$ cat config.mk
export PLATFORM = sky130hd
export DESIGN_NAME = circuit2_result_buffer
export DESIGN_NICKNAME = d
export VERILOG_FILES = /design/src/rtl/circuit2_result_buffer_pkg.sv /design/src/rtl/circuit2_result_buffer_valid_delay_line.sv /design/src/rtl/circuit2_result_buffer.sv
export SDC_FILE = /design/constraint.sdc
export NUM_CORES = 1
export LEC_CHECK = 0
export ABC_AREA = 0
export CAP_MARGIN = 20
export CORE_UTILIZATION = 50
export CTS_CLUSTER_DIAMETER = 200
export DETAILED_ROUTE_END_ITERATION = 7
export PLACE_DENSITY = 0.7
export SLEW_MARGIN = 25
export SYNTH_ARGS = -nofsm -noshare
export SYNTH_HDL_FRONTEND = slang
export SYNTH_HIERARCHICAL = 1
export SYNTH_SLANG_ARGS = --single-unit
$ cat constraint.sdc
create_clock -name Clk -period 9.95 [get_ports Clk]
set_input_delay 1.99 -clock Clk [delete_from_list [all_inputs] [get_ports Clk]]
set_output_delay 1.99 -clock Clk [all_outputs]
set_load 0.03 [all_outputs]
$ cat src/rtl/circuit2_result_buffer_pkg.sv
// Shared constants and helpers for the circuit2 result buffer slice.
package circuit2_result_buffer_pkg;

  localparam int unsigned C2_DATAWIDTH = 32;
  localparam int unsigned C2_LAT       = 2;
  localparam int unsigned DROP_W       = 16;

  function automatic logic [DROP_W-1:0] sat_inc(input logic [DROP_W-1:0] v);
    return (v == '1) ? v : v + 1'b1;
  endfunction

endpackage

$ cat src/rtl/circuit2_result_buffer_valid_delay_line.sv
// LAT-deep shift register tracking operand validity through circuit2's pipeline.
module valid_delay_line #(
  parameter int unsigned LAT = 2
) (
  input  logic Clk,
  input  logic Reset,
  input  logic d,
  output logic q
);

  logic [LAT-1:0] vstage;

  generate
    if (LAT == 1) begin : g_one
      always_ff @(posedge Clk) begin
        if (Reset) vstage <= '0;
        else       vstage <= d;
      end
    end else begin : g_many
      always_ff @(posedge Clk) begin
        if (Reset) vstage <= '0;
        else       vstage <= {vstage[LAT-2:0], d};
      end
    end
  endgenerate

  assign q = vstage[LAT-1];

endmodule

$ cat src/rtl/circuit2_result_buffer.sv
// Captures circuit2 z/x pairs when a tracked operand set emerges; FWFT FIFO drained by valid/ready.
module circuit2_result_buffer
  import circuit2_result_buffer_pkg::*;
#(
  parameter int unsigned DATAWIDTH = C2_DATAWIDTH,
  parameter int unsigned DEPTH     = 8,
  parameter int unsigned LAT       = C2_LAT
) (
  input  logic                    Clk,
  input  logic                    Reset,
  input  logic                    op_valid,
  input  logic [DATAWIDTH-1:0]    z_in,
  input  logic [DATAWIDTH-1:0]    x_in,
  input  logic                    out_ready,
  output logic                    out_valid,
  output logic [DATAWIDTH-1:0]    z_out,
  output logic [DATAWIDTH-1:0]    x_out,
  output logic [$clog2(DEPTH):0]  count,
  output logic                    full,
  output logic                    empty,
  output logic                    overflow,
  output logic [DROP_W-1:0]       drop_cnt
);

  localparam int unsigned AW = $clog2(DEPTH);
  localparam logic [AW:0] DEPTH_C = DEPTH[AW:0];

  logic [DATAWIDTH-1:0] mem_z [DEPTH];
  logic [DATAWIDTH-1:0] mem_x [DEPTH];
  logic [AW-1:0]        wr_ptr;
  logic [AW-1:0]        rd_ptr;
  logic                 cap;
  logic                 push;
  logic                 pop;

  valid_delay_line #(.LAT(LAT)) u_vdl (
    .Clk   (Clk),
    .Reset (Reset),
    .d     (op_valid),
    .q     (cap)
  );

  assign empty     = (count == '0);
  assign full      = (count == DEPTH_C);
  assign out_valid = !empty;
  assign pop       = out_valid & out_ready;
  // A pop on the same edge frees the slot, so a full FIFO still accepts the capture.
  assign push      = cap & (!full | pop);

  assign z_out = empty ? '0 : mem_z[rd_ptr];
  assign x_out = empty ? '0 : mem_x[rd_ptr];

  always_ff @(posedge Clk) begin
    if (push && !Reset) begin
      mem_z[wr_ptr] <= z_in;
      mem_x[wr_ptr] <= x_in;
    end
  end

  always_ff @(posedge Clk) begin
    if (Reset) begin
      wr_ptr   <= '0;
      rd_ptr   <= '0;
      count    <= '0;
      overflow <= 1'b0;
      drop_cnt <= '0;
    end else begin
      if (push) wr_ptr <= wr_ptr + 1'b1;
      if (pop)  rd_ptr <= rd_ptr + 1'b1;
      if (push && !pop)      count <= count + 1'b1;
      else if (pop && !push) count <= count - 1'b1;
      if (cap && !push) begin
        overflow <= 1'b1;
        drop_cnt <= sat_inc(drop_cnt);
      end
    end
  end

endmodule

**After elaboration in Yosys (flattened, before gate mapping)**

Memory sizes are Yosys's and may differ from the RTL's. A register that Yosys moved wholly into a read port is not among the register bits.
Index checks and enable logic that the tools add are counted.

- Flip-flop bits (word level): 29
- RAM bits: 512
- Input bits: 68
- Memories: 2

Memory list:

| memory | words | width | read ports | clocked after Yosys merged registers in | wr ports | RTL line | text |
|---|---|---|---|---|---|---|---|
| mem_x | 8 | 32 | 1 | 1 | 1 | circuit2_result_buffer.sv:29 | `logic [DATAWIDTH-1:0] mem_x [DEPTH];` |
| mem_z | 8 | 32 | 1 | 1 | 1 | circuit2_result_buffer.sv:28 | `logic [DATAWIDTH-1:0] mem_z [DEPTH];` |

- Add/sub/neg operators: 5
- Equality and inequality tests: 2
- Mux-type cells: 10
- Bitwise operators: 4
- Reduce and logical (&&, ||, !) cells: 12

Operators by type and width:

| cell | count |
|---|---|
| 32-bit 2-to-1 mux | 2 |
| 16-bit by 1-bit adder with 16-bit output (second input constant) | 1 |
| 16-bit equality test (second input constant) | 1 |
| 3-bit 2-to-1 mux | 4 |
| 4-bit 2-to-1 mux | 2 |
| 3-bit by 1-bit adder with 3-bit output (second input constant) | 2 |
| 1-bit logical NOT | 5 |
| 4-bit by 1-bit adder with 4-bit output (second input constant) | 1 |
| 4-bit equality test (second input constant) | 1 |
| 1-bit logical AND | 4 |
| 4-bit logical NOT | 1 |
| 4-bit by 1-bit subtractor with 4-bit output (second input constant) | 1 |
| 1-bit bitwise AND | 2 |
| 1-bit 2-to-1 mux | 2 |
| 2-bit AND reduction | 1 |
| 2-bit nonzero test | 1 |
| 1-bit NOT | 1 |
| 1-bit OR | 1 |

**Logic depth before layout (Yosys ltp)**

- Depth in word-level cells: 9
- Depth in mapped cells: 10
- Depth with buffers taken out: 10

**Cells and area by module**

Netlist, hierarchy kept.

Modules (own cells, without submodules):

| module | times used | cells each | area an instance (µm²) |
|---|---|---|---|
| circuit2_result_buffer | 1 | 991 | 20,855.0 |
| valid_delay_line | 1 | 4 | 52.6 |

**Least setup slack after synthesis**

No wires, ideal clock.

- Path type: input to register
- Start: input Reset
- End: memory mem_x[0][0] in the netlist's numbering (enable)
- Library setup time: 0.644 ns
- Arrival time: 8.415 ns
- Slack: 0.891 ns
- Stages: 3
- Buffers on the path: 2
- Path through: buf_6 clkbuf_1 nor4_1

- Longest elaborated chain between the ends: 4

RTL lines:

| what | RTL line | text |
|---|---|---|
| start, declared | circuit2_result_buffer.sv:10 | `input logic Reset,` |
| 1-bit logical NOT | circuit2_result_buffer.sv:54 | `if (push && !Reset) begin` |
| 1-bit logical AND | circuit2_result_buffer.sv:54 |  |
| 1-bit 2-to-1 mux | circuit2_result_buffer.sv:54 |  |
| 1-bit 2-to-1 mux (implied by the code) | circuit2_result_buffer.sv:56 | `mem_x[wr_ptr] <= x_in;` |
| end, declared | circuit2_result_buffer.sv:29 |  |

No other way between the ends.

==> results by group <==
Clocking
  • Clk root buf: clkbuf_16
  • Post-CTS Setup Bufs: 0
  • CTS Buf Count: 55
  • Post-CTS Hold Buffers: 0
  • Skew-Pair Late Insertion Delay: 590 ps
  • CTS tree: built
  • Clk slew on worst S/H paths: 60 ps
  • Sink Count: 544
  • Htree depth: 2
  • Clock tree buffer depth: 3
  • # resized after CTS: 0

Timing
  • Max-slew violations: 0
  • # setup viols final: 0
  • Worst-margin pin slew: 1050 ps
  • Setup_tns: 0 ps
  • Final WS setup: 4080 ps
  • Period utilisation layout: 59.0%
  • Fmax: 170 MHz
  • Final Hold Fails: 0
  • RSZ-0062 raised after global routing: no
  • Max Clock Skew: 17.8 ps
  • Tmin final: 5870 ps
  • Headroom to the max-slew limit: 29.9%

Pwr
  • Clock power frac: 32.0%
  • Tot Pwr: 6100 µW
  • Leakage: 0.00754 µW
  • Switch share: 28.9%
  • Flop pwr share: 42.4%
  • Combinational Power Share: 25.6%
  • Psw: 1760 µW
  • Peak VDD IR: 0.168 mV
  • Power density cells: 246 nW/µm²
  • P_int: 4340 µW

Yosys
  • Synthesized Nets: 1070
  • Asr flop ratio synth: 0%
  • Cell variety after synth: 43
  • Number of synthesized register bits: 544
  • Avg Inst Size Synth: 21.0 µm²
  • Post-synth top area cell: edfxtp_1
  • Dominant synthesized flop cell: edfxtp_1
  • Post-Syn Area: 20900 µm²
  • Top post-synthesis cells by area: edfxtp_1 (74%), mux4_2 (14%), mux2i_1 (3.2%)
  • Yosys top cell area share: 73.5%
  • Synthesis Warnings: 6
  • Post-synth EDFFs: 512
  • Cells after synthesis: 995
  • Sequential share of the synthesized area: 76.6%

Hold path
  • Worst min path class: reg2reg
  • Hold path endpoint: u_vdl/vstage[1]$_SDFF_PP0_
  • Hold Path Depth: 1
  • Hold Startpoint: u_vdl/vstage[0]$_SDFF_PP0_

Floorplan
  • Top-level I/O count: 156
  • DIE AREA: 42600 µm²
  • Chip Height: 206 µm
  • Rows: 74
  • Chip width: 206 µm
  • Core area: 41000 µm²
  • Initial Util: 51.0%

Routing
  • Drt total wl: 41.4 mm
  • Via count: 10100
  • Starting DRT DRC Count: 665
  • Detailed Routing Iterations Pass 1: 6
  • # DRC: 8
  • WL per Instance: 23.7 µm
  • Routed Antenna Nets: 0
  • Vias per cell: 5.80

Place
  • Gpl congestion: 0.755
  • Placed wire-length estimate: 21.3 mm
  • Place WS: 4630 ps
  • Port buffer count: 155

Global route
  • Initial antenna violation count: 4
  • Number of global-route vias before repair: 10400
  • Gr ovfl total: 0
  • Largest net degree at the start of global routing: 99
  • First-pass GRT wire length: 62.5 mm
  • GRT Resource Usage Total: 20.0%

Setup path
  • CP Cell Sequence: buf_4 -> mux4_2 -> mux2i_1 -> nor2_1 -> clkdlybuf4s50_1
  • R2r startpoint: count[0]$_SDFFE_PP0P_
  • Largest delay share family, worst path: buffers and inverters
  • Critical Path Slowest Stage Cell: dfxtp_4
  • CP peak stage delay: 950 ps
  • Data arrival, critical path: 3880 ps
  • R2R cell count: 10
  • Required time of the critical path: 7960 ps
  • WS Path Type: reg2out
  • R2r endpoint: count[3]$_SDFFE_PP0P_
  • Reg-to-reg setup timing slack: 6750 ps
  • CP Capture Type: output pin
  • Setup crit start kind: flop
  • Crit Path Max Fanout: 66
  • Buf/Inv on CP: 2

Cells and area
  • Fin util: 60.5%
  • Proportion of layout cells with a drive suffix above 1: 19.6%
  • Nets: 1246
  • Fillers: 2921
  • Area growth syn-to-layout: 18.7%

Run status
  • Failing checks: DRC
  • Status: finished with violations

Run
  • Max Cap Viol: 0
## cell usage after synthesis (3+ instances only)
cell	number
o21ai_0	5
nor4_1	5
o31ai_1	9
mux4_2	128
nand2b_1	3
buf_1	24
clkbuf_1	24
mux2i_1	66
dfxtp_1	32
or4_1	9
xor2_1	4
ha_1	6
inv_1	6
edfxtp_1	512
nor2b_1	5
a21oi_1	19
nor2_1	83
nand4_1	4
nand2_1	12
nor3_1	4
nand3_1	6
## routing by layer
metal	global-route usage [%]	vias up	part of all wire, %	wire [µm]
met3	4.42	68	6.3	2600
met4	5.20	6	1.8	753
li1	-	4454	-	-
met1	28.6	5318	44	18200
met2	31.2	276	48	19800
met5	0	-	0.094	39
## state kept, by name, summed over array words and instances (netlist names), named ones only
| register | flops |
|---|---|
| count | 4 |
| drop_cnt | 16 |
| mem_x | 256 |
| mem_z | 256 |
| overflow | 1 |
| rd_ptr | 3 |
| u_vdl/vstage | 2 |
| wr_ptr | 3 |
## worst reg2reg max path, stage by stage (launching register included)
cell	delay, ps
dfxtp_1	380
or4b_4	610
o21ai_0	300
inv_1	150
ha_1	250
inv_1	140
ha_1	250
a21o_2	210
a21oi_1	180
mux2i_1	250
mux2_2	350
## logic make-up (layout without fill, tap and decap cells)
| kind of cell | Yosys count | in the layout | share of synthesized area, % |
|---|---|---|---|
| xor+xnor | 5 | 5 | 0.209 |
| buf+inv | 58 | 275 | 1.18 |
| flops | 544 | 544 | 76.6 |
| other cells | 0 | 1 | 0 |
| fa+ha+maj | 7 | 7 | 0.455 |
| mux | 196 | 196 | 17.1 |
| compound gates | 37 | 37 | 1.05 |
| simple gates | 148 | 148 | 3.45 |
## area by class of cell
type                    count  area, µm²  area share, %
diodes                      1       2.50         0.0101
repair buffers            171       1690           6.80
inverters                   6       22.5         0.0908
clock buffers              66       1440           5.80
flip-flops and latches    544      16000           64.6
multi-input cells         393       4700           19.0
well taps                 532        666           2.68
clock inverters            32        262           1.05
## layout by cell type, fill, tap and decap left out, types with 10 or more instances in the layout
cell	netlist	layout
buf_4	0	14
mux4_2	128	128
nor2_1	83	79
mux2i_1	66	66
edfxtp_1	512	512
clkdlybuf4s50_1	0	155
clkinv_1	0	16
a21oi_1	19	19
nand2_1	12	12
clkbuf_16	0	56
dfxtp_1	32	29
clkbuf_1	24	10
## per-stage QoR
stage,std cells,area (µm²),hold WS [ps]
after floorplan,995,20900,414
after global placement,1646,23100,430
after detailed placement,1646,23100,426
after CTS,1744,24800,439
after global routing,1745,24800,471
final,1745,24800,440
## worst max-delay path by stage
stage / startpoint / endpoint / slack (ps) / depth (start not counted)
after floorplan: Reset / mem_x[0][0]$_DFFE_PP_ / 890 / 3
after global placement: flop / z_out[2] / 4650 / 5
after detailed placement: flop / z_out[4] / 4630 / 5
after CTS: flop / z_out[4] / 3970 / 5
after global routing: flop / z_out[23] / 3900 / 5
final: flop / z_out[2] / 4080 / 5
## power by group through the flow
stage / clock [µW] / combinational [µW] / sequential (µW)
2_1_floorplan: 0 / 1020 / 2600
3_3_place_gp: 0 / 1570 / 2640
3_5_place_dp: 0 / 1580 / 2640
4_1_cts: 1990 / 1590 / 2590
5_1_grt: 2070 / 1660 / 2590
6_report: 1950 / 1560 / 2580
Note: power is estimated with default switching activity, not from simulation.
